===== config.mk =====
export PLATFORM = sky130hd
export DESIGN_NAME = gf2m_mult_sequencer
export DESIGN_NICKNAME = d
export VERILOG_FILES = /design/src/rtl/gf2m_mult_sequencer.sv
export SDC_FILE = /design/constraint.sdc
export NUM_CORES = 1
export LEC_CHECK = 0
export CAP_MARGIN = 0
export CORE_MARGIN = 2
export CORE_UTILIZATION = 43
export CTS_CLUSTER_DIAMETER = 100
export DETAILED_ROUTE_END_ITERATION = 7
export PLACE_DENSITY = 0.79
export SETUP_SLACK_MARGIN = 0.4
export SLEW_MARGIN = 10
export SYNTH_ARGS = -nofsm -noshare
export SYNTH_HDL_FRONTEND = slang
export SYNTH_SLANG_ARGS = --single-unit

===== constraint.sdc =====
create_clock -name clk -period 1.7 [get_ports clk]
set_input_delay 0.255 -clock clk [delete_from_list [all_inputs] [get_ports clk]]
set_output_delay 0.255 -clock clk [all_outputs]
set_load 0.05 [all_outputs]

===== src/rtl/gf2m_mult_sequencer.sv =====
// Operand-side controller for a bit-parallel systolic GF(2^m) multiplier array.
// Accepts one (A, B) pair, feeds B MSB-first for M cycles, then returns the array's c vector.
module gf2m_mult_sequencer #(
  parameter int           M      = 8,
  parameter logic [M-1:0] F_POLY = 8'h1B
) (
  input  logic         clk,
  input  logic         reset,
  input  logic         in_valid,
  output logic         in_ready,
  input  logic [M-1:0] in_a,
  input  logic [M-1:0] in_b,
  output logic         out_valid,
  input  logic         out_ready,
  output logic [M-1:0] out_c,
  output logic         busy,
  output logic         arr_clr,
  output logic         arr_sel,
  output logic         arr_b,
  output logic [M-1:0] arr_a,
  output logic [M-1:0] arr_f,
  input  logic [M-1:0] arr_c
);

  localparam int CW = (M > 1) ? $clog2(M) : 1;
  localparam logic [CW-1:0] CNT_TOP = CW'(M - 1);

  typedef enum logic [2:0] {
    S_IDLE = 3'd0,
    S_CLR  = 3'd1,
    S_FEED = 3'd2,
    S_CAPT = 3'd3,
    S_HOLD = 3'd4
  } state_e;

  state_e        state_q, state_d;
  logic [M-1:0]  a_q, a_d;
  logic [M-1:0]  b_q, b_d;
  logic [M-1:0]  c_q, c_d;
  logic [CW-1:0] cnt_q, cnt_d;

  // NOTE: every register takes its reset value here, so an abort mid-feed can never leak a partial product.
  always_ff @(posedge clk or negedge reset) begin
    if (!reset) begin
      state_q <= S_IDLE;
      a_q     <= '0;
      b_q     <= '0;
      c_q     <= '0;
      cnt_q   <= '0;
    end else begin
      state_q <= state_d;
      a_q     <= a_d;
      b_q     <= b_d;
      c_q     <= c_d;
      cnt_q   <= cnt_d;
    end
  end

  // NOTE: every signal driven here gets a default first, so no path leaves one unassigned (no latches).
  always_comb begin
    state_d   = state_q;
    a_d       = a_q;
    b_d       = b_q;
    c_d       = c_q;
    cnt_d     = cnt_q;
    in_ready  = 1'b0;
    out_valid = 1'b0;
    busy      = 1'b1;
    arr_clr   = 1'b0;
    arr_sel   = 1'b0;
    arr_b     = 1'b0;

    case (state_q)
      S_IDLE: begin
        busy     = 1'b0;
        in_ready = 1'b1;
        if (in_valid) begin
          a_d     = in_a;
          b_d     = in_b;
          state_d = S_CLR;
        end
      end
      S_CLR: begin
        arr_clr = 1'b1;
        cnt_d   = CNT_TOP;
        state_d = S_FEED;
      end
      S_FEED: begin
        // The PE array latches A only on the first feed cycle and recirculates it afterwards.
        arr_b   = b_q[cnt_q];
        arr_sel = (cnt_q == CNT_TOP);
        if (cnt_q == '0) begin
          state_d = S_CAPT;
        end else begin
          cnt_d = cnt_q - 1'b1;
        end
      end
      S_CAPT: begin
        c_d     = arr_c;
        state_d = S_HOLD;
      end
      S_HOLD: begin
        out_valid = 1'b1;
        if (out_ready) begin
          state_d = S_IDLE;
        end
      end
      default: begin
        busy     = 1'b0;
        in_ready = 1'b1;
        state_d  = S_IDLE;
      end
    endcase
  end

  assign out_c = c_q;
  assign arr_a = a_q;
  assign arr_f = F_POLY;

endmodule


==> results.yml, run 1 <==
status:
  outcome: "complete, but fails checks"
  failed_checks: "negative setup slack"
sta:
  final.setup_skew_ps: 23.12
  hold_violations: 0
  finalSetupViolations: 4
  fmax_mhz: 503.2
  rsz0062_at_grt: "yes"
  period_share: 1.169
  min_period_ps: 1987
  fin_ws_ps: -287.4
  report.final.slew_viol_count: 0
detailed_routing:
  dr.pass1.iters: 4
  post-route-drc-count: 0
  antenna_left: 0
  via_per_inst: 4.871
  wl_um: 3729
  vias: 1130
  post_drt_wl_per_cell_um: 16.07
  drt_iter0_markers: 21
global_routing:
  grt-ovfl-total: 0
  grtUsageTotal: 0.1881
  grt_antenna_before_repair: 0
  met3_usage: 0.06786
  grt_max_degree: 31
  grt_pass1_wl_um: 5713
  grt_util_met1: 0.2185
  grt_pass1_vias: 1236
  use_met2: 0.3125
  busiest_layer: "met2"
place:
  placed_area_um2: 2128
  dp.cells: 210
  gp_congestion: 0.7360
  dp_slack_ps: -20.22
  port_buffers: 49
  dp_hpwl_um: 2355
setup_path:
  arrival_ps: 1730
  start_kind: "register"
  rrSetupSlack_ps: 160
  worstPathRequired_ps: 1440
  critPathSlowestCell: "dfrtp_2"
  cp_num_buf_inv: 2
  slowest_delay_ps: 470
  critPathCaptureType: "primary output"
  path_max_fanout: 7
  cp_top_family: "flip-flops"
  critical_path.cell_chain: "mux4_2 > inv_2 > a2111oi_4 > buf_12"
  crit_type: "reg2out"
cells_and_area:
  final_area_um2: 2441
  syn_to_final_growth_pct: 62.31
  nNetsFinal: 216
  final-instance-count-excl-fill: 232
  final_layout_size_suffix_gt1_frac: 0.5215
  final_util: 0.7315
  antenna_cells: 0
synthesis:
  synth_flop_cell: "dfrtp_1"
  post_synth_instance_area_um2: 1504
  synthArstFlopShare: 1.000
  yosys.area.top_type: "dfrtp_1"
  synth_edf_count: 0
  ys_types: 31
  yosys_warnings: 0
  syn_inst: 118
  yosysMostFrequentCell: "dfrtp_1"
  synth_common_cells: "dfrtp_1, mux2_2, buf_4, mux2_4, nor2_1"
  synth_top_area_share: 0.4992
  ys_seq_area_frac: 0.4992
  synth_area_leaders: "dfrtp_1, mux2_2, mux2_4"
  avgSynthCellArea_um2: 12.75
  ys_ff_latch: 30
die:
  die_w_um: 63.14
  dieHeight_um: 63.14
  num_rows: 21
  initial_utilization: 0.4507
  dieArea_um2: 3987
  ioPinCount: 58
  core_um2: 3337
clock_network:
  cts_buffers: 5
  cts_tree: "yes"
  cts.clk_slew.worst_paths_ps: 110
  max-clock-path-buffers: 2
  h-tree-depth: 2
  cts_hold_buf: 0
  clk_latency_ps: 340
  clockRootBuffer: "clkbuf_4"
  numClockSinks: 30
flow_run:
  max_cap_violations: 0
power:
  leakagePower_nw: 1.118
  ir_worst_vdd_mv: 1.283
  power_density_nw_per_um2: 2377
worst_hold_path:
  min_path_type: "in2async"
[metrics by stage]
| step | power (mW) | hold slack (ps) | TNS [ps] |
|---|---|---|---|
| finish | 5.802 | 280.1 | -349.3 |
| floorplan | 3.790 | -40.59 | -116.6 |
| global route | 6.076 | 324.9 | -724.4 |
| detailed placement | 4.731 | 494.3 | -20.22 |
| CTS | 5.563 | 299.2 | -351.6 |
| global placement | 4.641 | 489.8 | 0 |
[kinds of logic after synthesis]
kind of cell               after synthesis  share of synthesized area
other                                    2                   0.004994
muxes                                   28                     0.2404
adders and majority gates                3                    0.02496
AOI/OAI and AO/OA                       10                    0.04992
buffers and inverters                   21                    0.09567
DFF                                     30                     0.4992
xor gates and xnor gates                 2                    0.01165
and+or+nand+nor                         22                    0.07322
[cells in the final DEF (no fill, tap or decap), types with 2 or more instances in the layout]
cell	instances
dfrtp_1	27
clkdlybuf4s50_1	27
mux2_4	23
buf_4	23
buf_6	10
conb_1	8
buf_12	7
nor2_1	6
clkbuf_4	5
nand2_1	4
a21oi_1	3
dfrtp_2	3
inv_4	2
mux2_2	2
mux2i_1	2
nand3_4	2
nor2_2	2
o22a_1	2
ha_1	2
[report_power, final]
part	internal [mW]	switching (mW)	total, mW
clock network	0.200	0.255	0.455
logic	1.91	2.05	3.96
registers	1.08	0.308	1.39
[area by class of cell]
cell class / instances / area, µm²
repair buffers: 68 / 720.7
clock inverters: 1 / 5.005
multi-input cells: 74 / 812.0
fillers: 237 / 895.9
inverters: 6 / 36.28
clock buffers: 7 / 55.05
well taps: 46 / 57.56
flip-flops and latches: 30 / 754.5
[layer usage]
| layer | wire, µm | share of wire |
|---|---|---|
| met1 | 1439 | 0.39 |
| met2 | 2050 | 0.55 |
| met3 | 187 | 0.050 |
| met4 | 51 | 0.014 |
| met5 | 0 | 0 |
[worst register-to-register path, delay by kind of cell (launching register included)]
family | cells | cell delay (ps)
buffers and inverters | 2 | 280
AND/OR/NAND/NOR | 2 | 400
multiplexers | 1 | 290
flip-flops | 1 | 440
[worst paths after layout]
kind	cells past startpoint	startpoint	endpoint
max in group asynchronous	2	reset	state_q[1]
max reg2reg	5	state_q[0]	b_q[6]
min reg2reg	1	out_c[0]	out_c[0]
min	2	reset	arr_a[6]
max	4	cnt_q[0]	arr_b
min in group clk	2	out_ready	state_q[2]
[sequential cells by signal (all words and copies together), names as in the netlist]
signal / flops
out_c: 8
b_q: 8
state_q: 3
arr_a: 8
cnt_q: 3
[what timing repair did]
item | 4_1_cts | 5_1_grt
gates resized for setup | 19 | 13
cloned | 1 | 1
setup buffers | 11 | 1
pin swaps | 4 | 2
setup endpoints to repair | 33 | 33
(Power assumes the default switching activity.)
==> run 2, diff against run 1 <==
SLEW_MARGIN = 25   (was 10)
==> results of run 2 <==
The final DEF is identical to that of run 1; final timing and power are the same.
==> run 3, diff against run 2 <==
CORE_ASPECT_RATIO = 0.9   (was default)
clock period = 2.2 ns   (was 1.7 ns; I/O delays follow)
==> run 3 against run 2 <==
Compared with the run above:
- the run now ends clean
- flip-flop and latch count is the same
- cell area shrank 11%
- critical path type unchanged
- register-to-register slack gained 460 ps
- non-clock buffer count shrank 16
- combinational power shrank 40%
- utilization shrank 8.3 points
- worst hold slack gained 150 ps
- first-iteration DRC count grew 19%
- critical path depth is the same
==> results.yml, run 3 (synthesized netlist as in run 1, its figures left out) <==
clock_network:
  clockRootBuffer: "clkbuf_8"
  max-clock-path-buffers: 2
  h-tree-depth: 2
  cts.clk_slew.worst_paths_ps: 60
  cts_tree: "yes"
  numClockSinks: 30
  cts_hold_buf: 0
  cts_buffers: 5
  clk_latency_ps: 280
detailed_routing:
  dr.pass1.iters: 4
  via_per_inst: 4.845
  wl_um: 2935
  post_drt_wl_per_cell_um: 13.78
  antenna_left: 0
  drt_iter0_markers: 25
  post-route-drc-count: 0
  vias: 1032
sta:
  finalSetupViolations: 0
  tns_ps: 0
  fin_ws_ps: 203.8
  tightest_slew_ps: 527.7
  fmax_mhz: 500.9
  rsz0062_at_grt: "yes"
  report.final.slew_viol_count: 0
  slew_headroom: 0.6476
  min_period_ps: 1996
  period_share: 0.9074
  hold_violations: 0
  final.setup_skew_ps: 4.316
setup_path:
  reg2reg_depth: 7
  cp_num_buf_inv: 2
  critPathCaptureType: "primary output"
  timing.rr.end: "cnt_q[0]"
  start_kind: "register"
  r2r-start: "cnt_q[0]"
  critPathSlowestCell: "dfrtp_2"
  cp_top_family: "flip-flops"
  path_max_fanout: 6
  worstPathRequired_ps: 1870
  arrival_ps: 1670
  critical_path.cell_chain: "mux4_2 > inv_2 > a2111oi_4 > buf_12"
  slowest_delay_ps: 450
  crit_type: "reg2out"
  rrSetupSlack_ps: 620
status:
  outcome: "finished, final reports clean"
power:
  power_density_nw_per_um2: 1793
  leakagePower_nw: 1.036
  ir_worst_vdd_mv: 1.054
die:
  die_w_um: 66.34
  initial_utilization: 0.4485
  num_rows: 20
  ioPinCount: 58
  core_um2: 3353
  dieArea_um2: 3987
  dieHeight_um: 60.11
place:
  dp_hpwl_um: 2188
  port_buffers: 49
  dp.cells: 204
  gp_congestion: 0.8479
  dp_slack_ps: 384.4
cells_and_area:
  final_layout_size_suffix_gt1_frac: 0.3254
  fillers: 270
  regArea_um2: 754.5
  multi_input_area_um2: 674.4
  antenna_cells: 0
  nNetsFinal: 199
  syn_to_final_growth_pct: 44.59
  final_common_cell: "clkdlybuf4s50_1"
  final-instance-count-excl-fill: 213
  final_cell_mix: "clkdlybuf4s50_1, dfrtp_1, mux2_2, mux2_4, dlymetal6s2s_1"
global_routing:
  grt_max_degree: 31
  grt_pass1_wl_um: 4850
  grtUsageTotal: 0.1686
  grt_antenna_before_repair: 0
  grt-ovfl-total: 0
  grt_pass1_vias: 1032
flow_run:
  max_cap_violations: 0
worst_hold_path:
  min_path_type: "in2async"
==> run 3: changes by cell type in the layout (fill, tap and decap cells not counted), moves of 2 or more <==
cell             before  now
buf_4                23    4
mux2_2                2   15
mux2_4               23   10
dlymetal6s2s_1        0   10
buf_6                10    1
clkdlybuf4s50_1      27   33
clkbuf_4              5    0
clkbuf_8              1    6
buf_12                7    4
inv_1                 1    4
inv_4                 2    0
nand3_4               2    0
nor2_1                6    8
nor2_2                2    0
==> run 3: worst max path at each step <==
stage,start,end,slack (ps),cells past startpoint
floorplan,cnt_q[0],arr_b,230,4
global placement,cnt_q[0],arr_b,430,4
detailed placement,cnt_q[0],arr_b,380,4
CTS,cnt_q[0],arr_b,200,4
global route,cnt_q[0],arr_b,120,4
finish,cnt_q[0],arr_b,200,4
==> run 3: repair_timing <==
item	4_1_cts	5_1_grt
pin swaps	2	1
buffers inserted	1	0
resized for setup	6	12
setup endpoints to repair	5	13
==> run 3: through the flow <==
stage	utilization	total power, mW	instance area [µm²]	hold WS (ps)
3_3_place_gp	0.6056	3.367	2031	488.3
5_1_grt	0.6485	4.103	2175	481.3
2_1_floorplan	-	2.716	1556	34.41
3_5_place_dp	0.6056	3.427	2031	495.1
4_1_cts	0.6392	3.934	2143	437.3
6_report	0.6485	3.898	2175	428.7
==> run 3: power breakdown <==
| group | switching (mW) | internal, mW | total, mW |
|---|---|---|---|
| registers | 0.236 | 0.835 | 1.07 |
| logic | 1.32 | 1.06 | 2.38 |
| clock network | 0.199 | 0.252 | 0.450 |
| total | 1.76 | 2.14 | 3.90 |
==> run 3: metal layers <==
layer	vias to the layer above	GRT usage	wire, µm
met5	-	0	0
met4	0	0.06997	49
met3	6	0.06026	234
met2	43	0.2671	1453
met1	501	0.2101	1198
li1	482	-	-
==> run 3: cell type report <==
class / instances / area share
timing repair buffer: 52 / 0.2652
sequential: 30 / 0.3469
clock buffer: 7 / 0.03970
multi-input combinational: 73 / 0.3101
tap: 44 / 0.02532
inverter: 6 / 0.01036
clock inverter: 1 / 0.002301
==> run 3: worst register-to-register path, cell delays in order (launching register included) <==
cell	delay, ps
dfrtp_2	450
buf_6	140
inv_1	70
ha_1	170
nor2b_1	240
o21a_1	140
nor2_1	50
o22a_1	200
